===== config.mk =====
export PLATFORM = sky130hd
export DESIGN_NAME = mmsa_ctrl
export DESIGN_NICKNAME = d
export VERILOG_FILES = /design/src/rtl/mmsa_ctrl.sv
export SDC_FILE = /design/constraint.sdc
export NUM_CORES = 1
export LEC_CHECK = 0
export ABC_AREA = 1
export CORE_ASPECT_RATIO = 0.75
export CORE_UTILIZATION = 53
export CTS_BUF_LIST = sky130_fd_sc_hd__clkbuf_8
export DETAILED_ROUTE_END_ITERATION = 16
export PLACE_DENSITY = 0.78
export SYNTH_ARGS = -nofsm -noshare
export SYNTH_HDL_FRONTEND = slang
export SYNTH_SLANG_ARGS = --single-unit

===== constraint.sdc =====
create_clock -name clk -period 1.6 [get_ports clk]
set_clock_uncertainty 0.2 [all_clocks]
set_input_delay 0.48 -clock clk [delete_from_list [all_inputs] [get_ports clk]]
set_output_delay 0.48 -clock clk [all_outputs]
set_load 0.02 [all_outputs]

===== src/rtl/mmsa_ctrl.sv =====
// mmsa_ctrl - sequencing controller for the matrix-multiplication systolic array.
//
// Deserializes the bit-serial matrix stream (16 input + 16 weight matrices of
// 16-bit elements) into the matrix SRAM, captures the 4-bit serial index pair
// of each round, streams the selected weight matrix and then the selected
// input matrix out of the SRAM, and hands the finished result to the output
// serializer. After 16 rounds the controller returns to IDLE.
//
// Ports:
//   clk, rst_n            system clock (rising edge), async active-low reset
//   in_valid, matrix      serial matrix stream (MSB first)
//   matrix_size           size code, sampled on the first in_valid cycle
//   in_valid2             high for the 4 index-bit cycles of a round
//   i_mat_idx, w_mat_idx  serial input / weight matrix index (MSB first)
//   mem_we, mem_re        SRAM write / read strobes (mutually exclusive)
//   mem_addr              SRAM address {bank, idx[3:0], elem[5:0]}
//   mem_wdata             assembled element being written
//   sa_size               registered size code for the array (3 clamped to 2)
//   sa_w_vld, sa_i_vld    SRAM read data is a weight / input element
//   sa_done               array result ready (one-cycle pulse)
//   out_start             start pulse to the output serializer
//   out_done              serializer finished (one-cycle pulse)
//   busy                  controller is outside IDLE
module mmsa_ctrl (
    input  logic        clk,
    input  logic        rst_n,
    input  logic        in_valid,
    input  logic        matrix,
    input  logic [1:0]  matrix_size,
    input  logic        in_valid2,
    input  logic        i_mat_idx,
    input  logic        w_mat_idx,
    output logic        mem_we,
    output logic        mem_re,
    output logic [10:0] mem_addr,
    output logic [15:0] mem_wdata,
    output logic [1:0]  sa_size,
    output logic        sa_w_vld,
    output logic        sa_i_vld,
    input  logic        sa_done,
    output logic        out_start,
    input  logic        out_done,
    output logic        busy
);

    typedef enum logic [2:0] {
        ST_IDLE  = 3'd0,
        ST_LOAD  = 3'd1,
        ST_WAIT2 = 3'd2,
        ST_IDX   = 3'd3,
        ST_RD_W  = 3'd4,
        ST_RD_I  = 3'd5,
        ST_COMP  = 3'd6,
        ST_OUT   = 3'd7
    } state_t;

    // Index of the last element of a matrix (N-1) for a given size code.
    function automatic logic [5:0] elem_last(input logic [1:0] sz);
        logic [5:0] r;
        case (sz)
            2'd0:    r = 6'd3;
            2'd1:    r = 6'd15;
            default: r = 6'd63;
        endcase
        return r;
    endfunction

    state_t      state_r;
    logic [15:0] shift_r;
    logic [3:0]  bit_cnt_r;
    logic [5:0]  elem_cnt_r;
    logic [4:0]  mat_cnt_r;
    logic [3:0]  i_idx_r;
    logic [3:0]  w_idx_r;
    logic [1:0]  idx_cnt_r;
    logic [5:0]  rd_cnt_r;
    logic [4:0]  round_r;

    logic [5:0]  last_elem_s;
    logic [15:0] word_s;
    logic [3:0]  i_idx_nxt_s;
    logic [3:0]  w_idx_nxt_s;

    // Element that completes when the current serial bit is shifted in, and
    // the index values after shifting in the current index bits.
    always_comb begin
        last_elem_s = elem_last(sa_size);
        word_s      = {shift_r[14:0], matrix};
        i_idx_nxt_s = {i_idx_r[2:0], i_mat_idx};
        w_idx_nxt_s = {w_idx_r[2:0], w_mat_idx};
    end

    // Controller FSM with all outputs registered.
    always_ff @(posedge clk or negedge rst_n) begin
        if (!rst_n) begin
            state_r    <= ST_IDLE;
            shift_r    <= 16'd0;
            bit_cnt_r  <= 4'd0;
            elem_cnt_r <= 6'd0;
            mat_cnt_r  <= 5'd0;
            i_idx_r    <= 4'd0;
            w_idx_r    <= 4'd0;
            idx_cnt_r  <= 2'd0;
            rd_cnt_r   <= 6'd0;
            round_r    <= 5'd0;
            mem_we     <= 1'b0;
            mem_re     <= 1'b0;
            mem_addr   <= 11'd0;
            mem_wdata  <= 16'd0;
            sa_size    <= 2'd0;
            sa_w_vld   <= 1'b0;
            sa_i_vld   <= 1'b0;
            out_start  <= 1'b0;
            busy       <= 1'b0;
        end else begin
            mem_we    <= 1'b0;
            mem_re    <= 1'b0;
            out_start <= 1'b0;
            // Read data returns one cycle after the strobe; the state at
            // strobe time tells whether it is a weight or an input element.
            sa_w_vld  <= mem_re && (state_r == ST_RD_W);
            sa_i_vld  <= mem_re && (state_r == ST_RD_I);

            case (state_r)
                ST_IDLE: begin
                    if (in_valid) begin
                        // The first in_valid cycle already carries bit 15 of element 0.
                        sa_size    <= (matrix_size == 2'd3) ? 2'd2 : matrix_size;
                        shift_r    <= {15'd0, matrix};
                        bit_cnt_r  <= 4'd1;
                        elem_cnt_r <= 6'd0;
                        mat_cnt_r  <= 5'd0;
                        state_r    <= ST_LOAD;
                        busy       <= 1'b1;
                    end else begin
                        busy <= 1'b0;
                    end
                end

                ST_LOAD: begin
                    if (in_valid) begin
                        shift_r   <= word_s;
                        bit_cnt_r <= bit_cnt_r + 4'd1;
                        if (bit_cnt_r == 4'd15) begin
                            // mat[4] selects the weight bank, mat[3:0] is the index.
                            mem_we    <= 1'b1;
                            mem_wdata <= word_s;
                            mem_addr  <= {mat_cnt_r, elem_cnt_r};
                            if (elem_cnt_r == last_elem_s) begin
                                elem_cnt_r <= 6'd0;
                                mat_cnt_r  <= mat_cnt_r + 5'd1;
                                if (mat_cnt_r == 5'd31) begin
                                    state_r <= ST_WAIT2;
                                end
                            end else begin
                                elem_cnt_r <= elem_cnt_r + 6'd1;
                            end
                        end
                    end else begin
                        // Stream ended early: drop the partial element and start over.
                        state_r    <= ST_IDLE;
                        busy       <= 1'b0;
                        shift_r    <= 16'd0;
                        bit_cnt_r  <= 4'd0;
                        elem_cnt_r <= 6'd0;
                        mat_cnt_r  <= 5'd0;
                        round_r    <= 5'd0;
                    end
                end

                ST_WAIT2: begin
                    if (in_valid2) begin
                        i_idx_r   <= {3'd0, i_mat_idx};
                        w_idx_r   <= {3'd0, w_mat_idx};
                        idx_cnt_r <= 2'd0;
                        state_r   <= ST_IDX;
                    end
                end

                ST_IDX: begin
                    i_idx_r   <= i_idx_nxt_s;
                    w_idx_r   <= w_idx_nxt_s;
                    idx_cnt_r <= idx_cnt_r + 2'd1;
                    if (idx_cnt_r == 2'd2) begin
                        // First weight read goes out right after the last index bit.
                        state_r  <= ST_RD_W;
                        rd_cnt_r <= 6'd0;
                        mem_re   <= 1'b1;
                        mem_addr <= {1'b1, w_idx_nxt_s, 6'd0};
                    end
                end

                ST_RD_W: begin
                    mem_re <= 1'b1;
                    if (rd_cnt_r == last_elem_s) begin
                        state_r  <= ST_RD_I;
                        rd_cnt_r <= 6'd0;
                        mem_addr <= {1'b0, i_idx_r, 6'd0};
                    end else begin
                        rd_cnt_r <= rd_cnt_r + 6'd1;
                        mem_addr <= {1'b1, w_idx_r, rd_cnt_r + 6'd1};
                    end
                end

                ST_RD_I: begin
                    if (rd_cnt_r == last_elem_s) begin
                        state_r <= ST_COMP;
                    end else begin
                        mem_re   <= 1'b1;
                        rd_cnt_r <= rd_cnt_r + 6'd1;
                        mem_addr <= {1'b0, i_idx_r, rd_cnt_r + 6'd1};
                    end
                end

                ST_COMP: begin
                    if (sa_done) begin
                        state_r   <= ST_OUT;
                        out_start <= 1'b1;
                    end
                end

                ST_OUT: begin
                    if (out_done) begin
                        if (round_r == 5'd15) begin
                            round_r <= 5'd0;
                            state_r <= ST_IDLE;
                            busy    <= 1'b0;
                        end else begin
                            round_r <= round_r + 5'd1;
                            state_r <= ST_WAIT2;
                        end
                    end
                end

                default: begin
                    state_r <= ST_IDLE;
                    busy    <= 1'b0;
                end
            endcase
        end
    end

endmodule

# Word-level counts from Yosys, hierarchy flattened
# Index checks and enable logic that the tools add are counted.
# Widths: inputs -> output; s select.
[classes] n_addsub=6 n_eq_ne=30 muxes=64 reduce_logical=21
[op_table] cell="$mux 11" count=5
[op_table] cell="$pmux 11 s4" count=1
[op_table] cell="$mux 6" count=7
[op_table] cell="$mux 5" count=7
[op_table] cell="$mux 3" count=11
[op_table] cell="$mux 15" count=2
[op_table] cell="$pmux 15 s2" count=1
[op_table] cell="$pmux 3 s8" count=1
[op_table] cell="$pmux 4 s2" count=3
[op_table] cell="$pmux 6 s2" count=2
[op_table] cell="$ne 2x2->1 const B" count=10
[op_table] cell="$pmux 5 s2" count=2
[op_table] cell="$pmux 6 s3" count=1
[op_table] cell="$mux 4" count=4
[op_table] cell="$add 6x1->6 const B" count=2
[op_table] cell="$eq 3x3->1 const B" count=4
[op_table] cell="$eq 6x6->1" count=2
[op_table] cell="$reduce_and 3->1" count=4
[op_table] cell="$mux 1" count=11
[op_table] cell="$add 5x1->5 const B" count=2
[op_table] cell="$reduce_and 10->1" count=1
[op_table] cell="$ne 3x3->1 const B" count=3
[op_table] cell="$reduce_and 4->1" count=2
[op_table] cell="$eq 3x2->1 const B" count=2
[op_table] cell="20 further kinds" count=31
[totals] ff_bits=89 in_bits=11 output_inout_bits=35 elab_cells=140

# Depth between registers and ports, before layout
[depth] ltp_word=7 depth_mapped=12 mapped_depth_nobuf=11

# Least setup slack after synthesis
# OpenSTA, ideal clock, no wires.
[synth_path] kind="register -> register" from="register sa_size[1]" to="register rd_cnt_r[1]" setup_time_ns=0.127 arrival_time_ns=1.350 required_time_ns=1.273 path_slack_ns=-0.077 stages_incl_launch_ff=8 path_buffers=0 synth_period_minus_slack_ns=1.677 path_cell_list="dfrtp_1 nor2_1 o21ai_1 nand3_2 nand2_1 nand2_2 nand2_1 o21ai_0"
[synth_via] elab_chain_len=5 word_cells_on_any_way=8 classes_between="eq/ne: 3; mux: 3; reduce/logical: 2"
[synth_lines] item="from (decl)" line="37" source="output logic [1:0] sa_size,"
[synth_lines] item="from (signal assigned)" line="128" source="sa_size <= (matrix_size == 2'd3) ? 2'd2 : matrix_size;"
[synth_lines] item="$eq 2x1->1 / $logic_not 2->1 (equally long branches)" line="60" source="case (sz)"
[synth_lines] item="$pmux 6 s2 (*)" line="60"
[synth_lines] item="$eq 6x6->1 (*)" line="195, 206"
[synth_lines] item="$mux 6 / $ne 2x2->1 (equally long branches)"
[synth_lines] item="$pmux 6 s3 / $reduce_and 3->1 (equally long branches)"
[synth_lines] item="to (signal assigned)" line="200" source="rd_cnt_r <= rd_cnt_r + 6'd1;"
[synth_lines] item="to (signal assigned)" line="210" source="rd_cnt_r <= rd_cnt_r + 6'd1;"
[synth_lines] item="to (decl)" line="76" source="logic [5:0] rd_cnt_r;"
# Mark *: on every way between the ends. The rest lies on a longest branch, timed or not.
# A chain may end at the register's enable or synchronous reset.

# Worst setup path after layout
[layout_path] from="register mat_cnt_r[1]" to="register state_r[2]"
[layout_via] elab_chain_len=3
[layout_lines] item="from (decl)" line="72" source="logic [4:0] mat_cnt_r;"
[layout_lines] item="from (signal assigned)" line="151" source="mat_cnt_r <= mat_cnt_r + 5'd1;"
[layout_lines] item="$eq 5x5->1" line="152" source="if (mat_cnt_r == 5'd31) begin"
[layout_lines] item="$ne 3x3->1 (no line)"
[layout_lines] item="$reduce_and 10->1 (no line)"
[layout_lines] item="to (signal assigned)" line="153" source="state_r <= ST_WAIT2;"
[layout_lines] item="to (signal assigned)" line="161" source="state_r <= ST_IDLE;"
[layout_lines] item="to (signal assigned)" line="176" source="state_r <= ST_IDX;"
[layout_lines] item="to (decl)" line="68" source="state_t state_r;"
# No other way between the ends.

==> flow_summary_export.csv <==
group,metric,value,unit
synthesis,synth_async_sr_flop_share,100,%
worst_setup_path,regToRegEndpoint,"state_r[2]",
status,outcome,"complete, but fails checks",
timing,worst_pin_slew,459,ps
status,violations,"negative setup slack",
power_and_ir_drop,p_leak,3.32,nW
power_and_ir_drop,power.ir.vdd_worst,1.01,mV
synthesis,synth_flop_cell,"sky130_fd_sc_hd__dfrtp_1",
cells_and_area,finish.utilization,89.3,%
flow_run,cap_viol_max_count,0,
worst_setup_path,worstReg2RegStart,"mat_cnt_r[1]",
global_route,global_route.overflow_total,0,
synthesis,synth_nets,542,
synthesis,post_synthesis_mean_instance_area,8.45,µm²
timing,grt_setup_unrepaired,"true",
worst_setup_path,critical_path.endpoint_type,"flop",
clock_tree,cts_tree,"done",
cells_and_area,num-nets-final,717,
power_and_ir_drop,powerDensity,1630,nW/µm²
die,starting_density,55.4,%
worst_setup_path,critPathKind,"reg -> reg",
worst_setup_path,worstPathCellList,"ha_2 > nand2_2 > nor2_2 > ha_2 > nand2_1 > nand2_1 > nand2_2 > nor2_4 > nand3_4 > nand2_2 > nand2_1",
die,fp.dieArea,8730,µm²
worst_setup_path,critPathArrivalTime,2090,ps
timing,fmax,496,MHz
global_route,maximum_number_of_pins_on_one_net_before_global_route_repair,33,
timing,report.final.setup_viol,113,
synthesis,netlist_instances,524,
detailed_routing,antenna_violating_nets_post_route,0,
die,ios,46,
global_route,via_count_of_the_first_global_routing_pass,4198,
timing,final_max_slew_viol_count,0,
global_route,met2_usage,51.9,%
global_route,antenna_found_initial,0,
cells_and_area,fraction_of_final_layout_cells_with_drive_strength_greater_than_1,50.4,%
die,dieWidth,108,µm
worst_setup_path,critical-path-slowest-cell,"sky130_fd_sc_hd__dfrtp_1",
worst_setup_path,max_stage_delay,400,ps
synthesis,synth_area,4430,µm²
detailed_routing,drt-wirelength-per-cell,23.6,µm
clock_tree,worst_setup_hold_path_clk_slew,110,ps
placed_design,numPortBuffers,45,
timing,relative_max_transition_margin,69.4,%
worst_hold_path,worst_hold_path_type,"in -> async",
clock_tree,cts_sink_count,89,
detailed_routing,via_density_per_instance,6.40,
synthesis,yosys_register_bits,89,
synthesis,post_synth_top_area_share,50.3,%
cells_and_area,antenna_cells,0,
worst_setup_path,r2r_slack,-410,ps
global_route,globalRouteTotalUtil,30.6,%
synthesis,post_synthesis_cell_type_count,36,
synthesis,post_synth_main_area_contributors,"sky130_fd_sc_hd__dfrtp_1 (50%), sky130_fd_sc_hd__nand2_1 (12%), sky130_fd_sc_hd__inv_1 (5.0%)",
global_route,use_met1,38.9,%
synthesis,yosysSeqAreaShare,50.3,%
timing,final_hold_viol_count,0,
die,std_cell_rows,28,
timing,period_share,126,%
global_route,grt.busiest_layer,"met2",
clock_tree,htree_num_levels,3,
global_route,grtUsageMet3,8.03,%
detailed_routing,drc,0,
cells_and_area,n_fill_cell,307,
synthesis,ys_warn_count,0,
placed_design,place_worst_setup_slack,-606,ps
detailed_routing,firstDrtPassIters,6,
cells_and_area,area_growth_from_synthesis_to_layout,61.1,%
clock_tree,clock_path_buffers,2,
timing,timing.setup.tns,-15290,ps
detailed_routing,drt-total-wl,19.0,mm
worst_setup_path,reg2reg_depth,11,
clock_tree,worstSkewPairLatency,400,ps
power_and_ir_drop,finalPower,0.0116,W
clock_tree,cts-root-buf,"sky130_fd_sc_hd__clkbuf_8",
worst_setup_path,cp.required,1670,ps
detailed_routing,route.vias.total,5175,
die,chipHeight,81.1,µm
clock_tree,tritoncts.num_buffers,9,
global_route,wire_length_of_the_first_global_routing_pass,20.2,mm
worst_setup_path,crit_fanout,3,
timing,timing.final.crit_period,2010,ps
timing,worst_slack,-415,ps
synthesis,post-synth-top-area-cell,"sky130_fd_sc_hd__dfrtp_1",
worst_setup_path,worst_setup_path_start_kind,"flop",
detailed_routing,initialDrtViolationCount,715,
placed_design,place_congestion,0.908,
synthesis,synth_enable_flop_cells,0,
die,core_area,7990,µm²
placed_design,dpl.hpwl,7.74,mm
-- power by group --
group,total [W],internal (W),switching [W],leakage [nW]
registers,0.00299,0.00263,0.000359,1.21
logic,0.00676,0.00281,0.00395,2.01
clock network,0.00184,0.000899,0.000941,0.113
total,0.0116,0.00635,0.00525,3.32
-- logic make-up (layout without fill, tap and decap cells) --
| family | count (synthesis) | in the layout | synth area share (%) |
|---|---|---|---|
| AOI/OAI and AO/OA | 90 | 91 | 11.9 |
| DFF | 89 | 89 | 50.3 |
| buffers and inverters | 82 | 259 | 8.51 |
| xor gates and xnor gates | 5 | 5 | 0.989 |
| adders and majority gates | 7 | 7 | 1.98 |
| and+or+nand+nor | 251 | 252 | 26.3 |
-- registers in the layout, summed over array words and instances (netlist names) --
signal,count
sa_i_vld,1
mat_cnt_r,5
sa_w_vld,1
mem_re,1
w_idx_r,4
elem_cnt_r,6
round_r,5
rd_cnt_r,6
mem_wdata,16
i_idx_r,4
out_start,1
sa_size,2
mem_addr,11
mem_we,1
busy,1
idx_cnt_r,2
shift_r,15
bit_cnt_r,4
state_r,3
-- repair_timing --
item,in CTS,in global routing
buffers inserted,12,27
pin swaps,20,33
gates resized for setup,301,146
cloned,5,4
endpoints found under the hold margin,69,0
hold buffers,1,0
setup endpoints to repair,119,117
-- layer usage --
layer	wire length, µm	part of all wire [%]
met5	0	0
met4	1590	8.3
met3	2070	11
met2	8690	46
met1	6690	35
-- synth_stat cells, drive strengths merged (2+ instances only) --
library cell    n
a21oi          16
a22o            2
buf            14
clkbuf          2
dfrtp          89
ha              7
inv            66
nand2         152
nand3          40
nand4          10
nor2           43
nor3            5
o21ai          44
o22ai          23
xnor2           2
xor2            3
-- worst max-delay path: cells and delay by family (launching register included) --
family | cells | cell delay, ps
and+or+nand+nor | 9 | 890
DFF | 1 | 400
adders and majority gates | 2 | 390
-- placed cells by master (no fill, tap or decap), types with 6 or more instances in the layout --
master                            count
sky130_fd_sc_hd__nand3_1             11
sky130_fd_sc_hd__clkdlybuf4s50_1      8
sky130_fd_sc_hd__nand3_4              6
sky130_fd_sc_hd__nand3_2             23
sky130_fd_sc_hd__nand2_1             94
sky130_fd_sc_hd__nand2_4             16
sky130_fd_sc_hd__o21ai_2             14
sky130_fd_sc_hd__o22ai_2             10
sky130_fd_sc_hd__a21oi_1              7
sky130_fd_sc_hd__nand2_2             37
sky130_fd_sc_hd__o21ai_0              8
sky130_fd_sc_hd__o21ai_1             21
sky130_fd_sc_hd__nand2_8              6
sky130_fd_sc_hd__nor2_4              11
sky130_fd_sc_hd__dfrtp_1             84
sky130_fd_sc_hd__inv_1               51
sky130_fd_sc_hd__nand4_1              9
sky130_fd_sc_hd__buf_6               57
sky130_fd_sc_hd__inv_2                9
sky130_fd_sc_hd__nor2_1              28
sky130_fd_sc_hd__clkbuf_8             9
sky130_fd_sc_hd__a21oi_2              6
sky130_fd_sc_hd__o22ai_1              8
sky130_fd_sc_hd__buf_4              100
-- per-stage QoR --
step | instances | hold WS [ps] | area [µm²]
final | 808 | 249 | 7130
after floorplan | 524 | -15.6 | 4450
after CTS | 777 | 259 | 6300
after detailed placement | 744 | 129 | 5580
after global placement | 744 | 126 | 5580
after global routing | 808 | 267 | 7130
-- area by class of cell --
class,instances,area (µm²),share of cell area [%]
sequential,89,2230,31.3
tap,105,131,1.84
clock buffer,9,124,1.74
timing repair buffer,175,1650,23.2
timing repair inverter,3,36.3,0.509
multi-input combinational,355,2580,36.2
inverter,66,280,3.93
clock inverter,6,97.6,1.37
-- how the worst max path moves through the flow --
stage	cells past startpoint	to	start
floorplan	10	elem_cnt_r[5]	state_r[2]
global placement	8	elem_cnt_r[5]	in_valid
detailed placement	6	mem_wdata[12]	in_valid
CTS	8	mat_cnt_r[0]	sa_size[1]
global route	11	state_r[2]	mat_cnt_r[1]
finish	11	state_r[2]	mat_cnt_r[1]
Note: power is estimated with default switching activity, not from simulation.
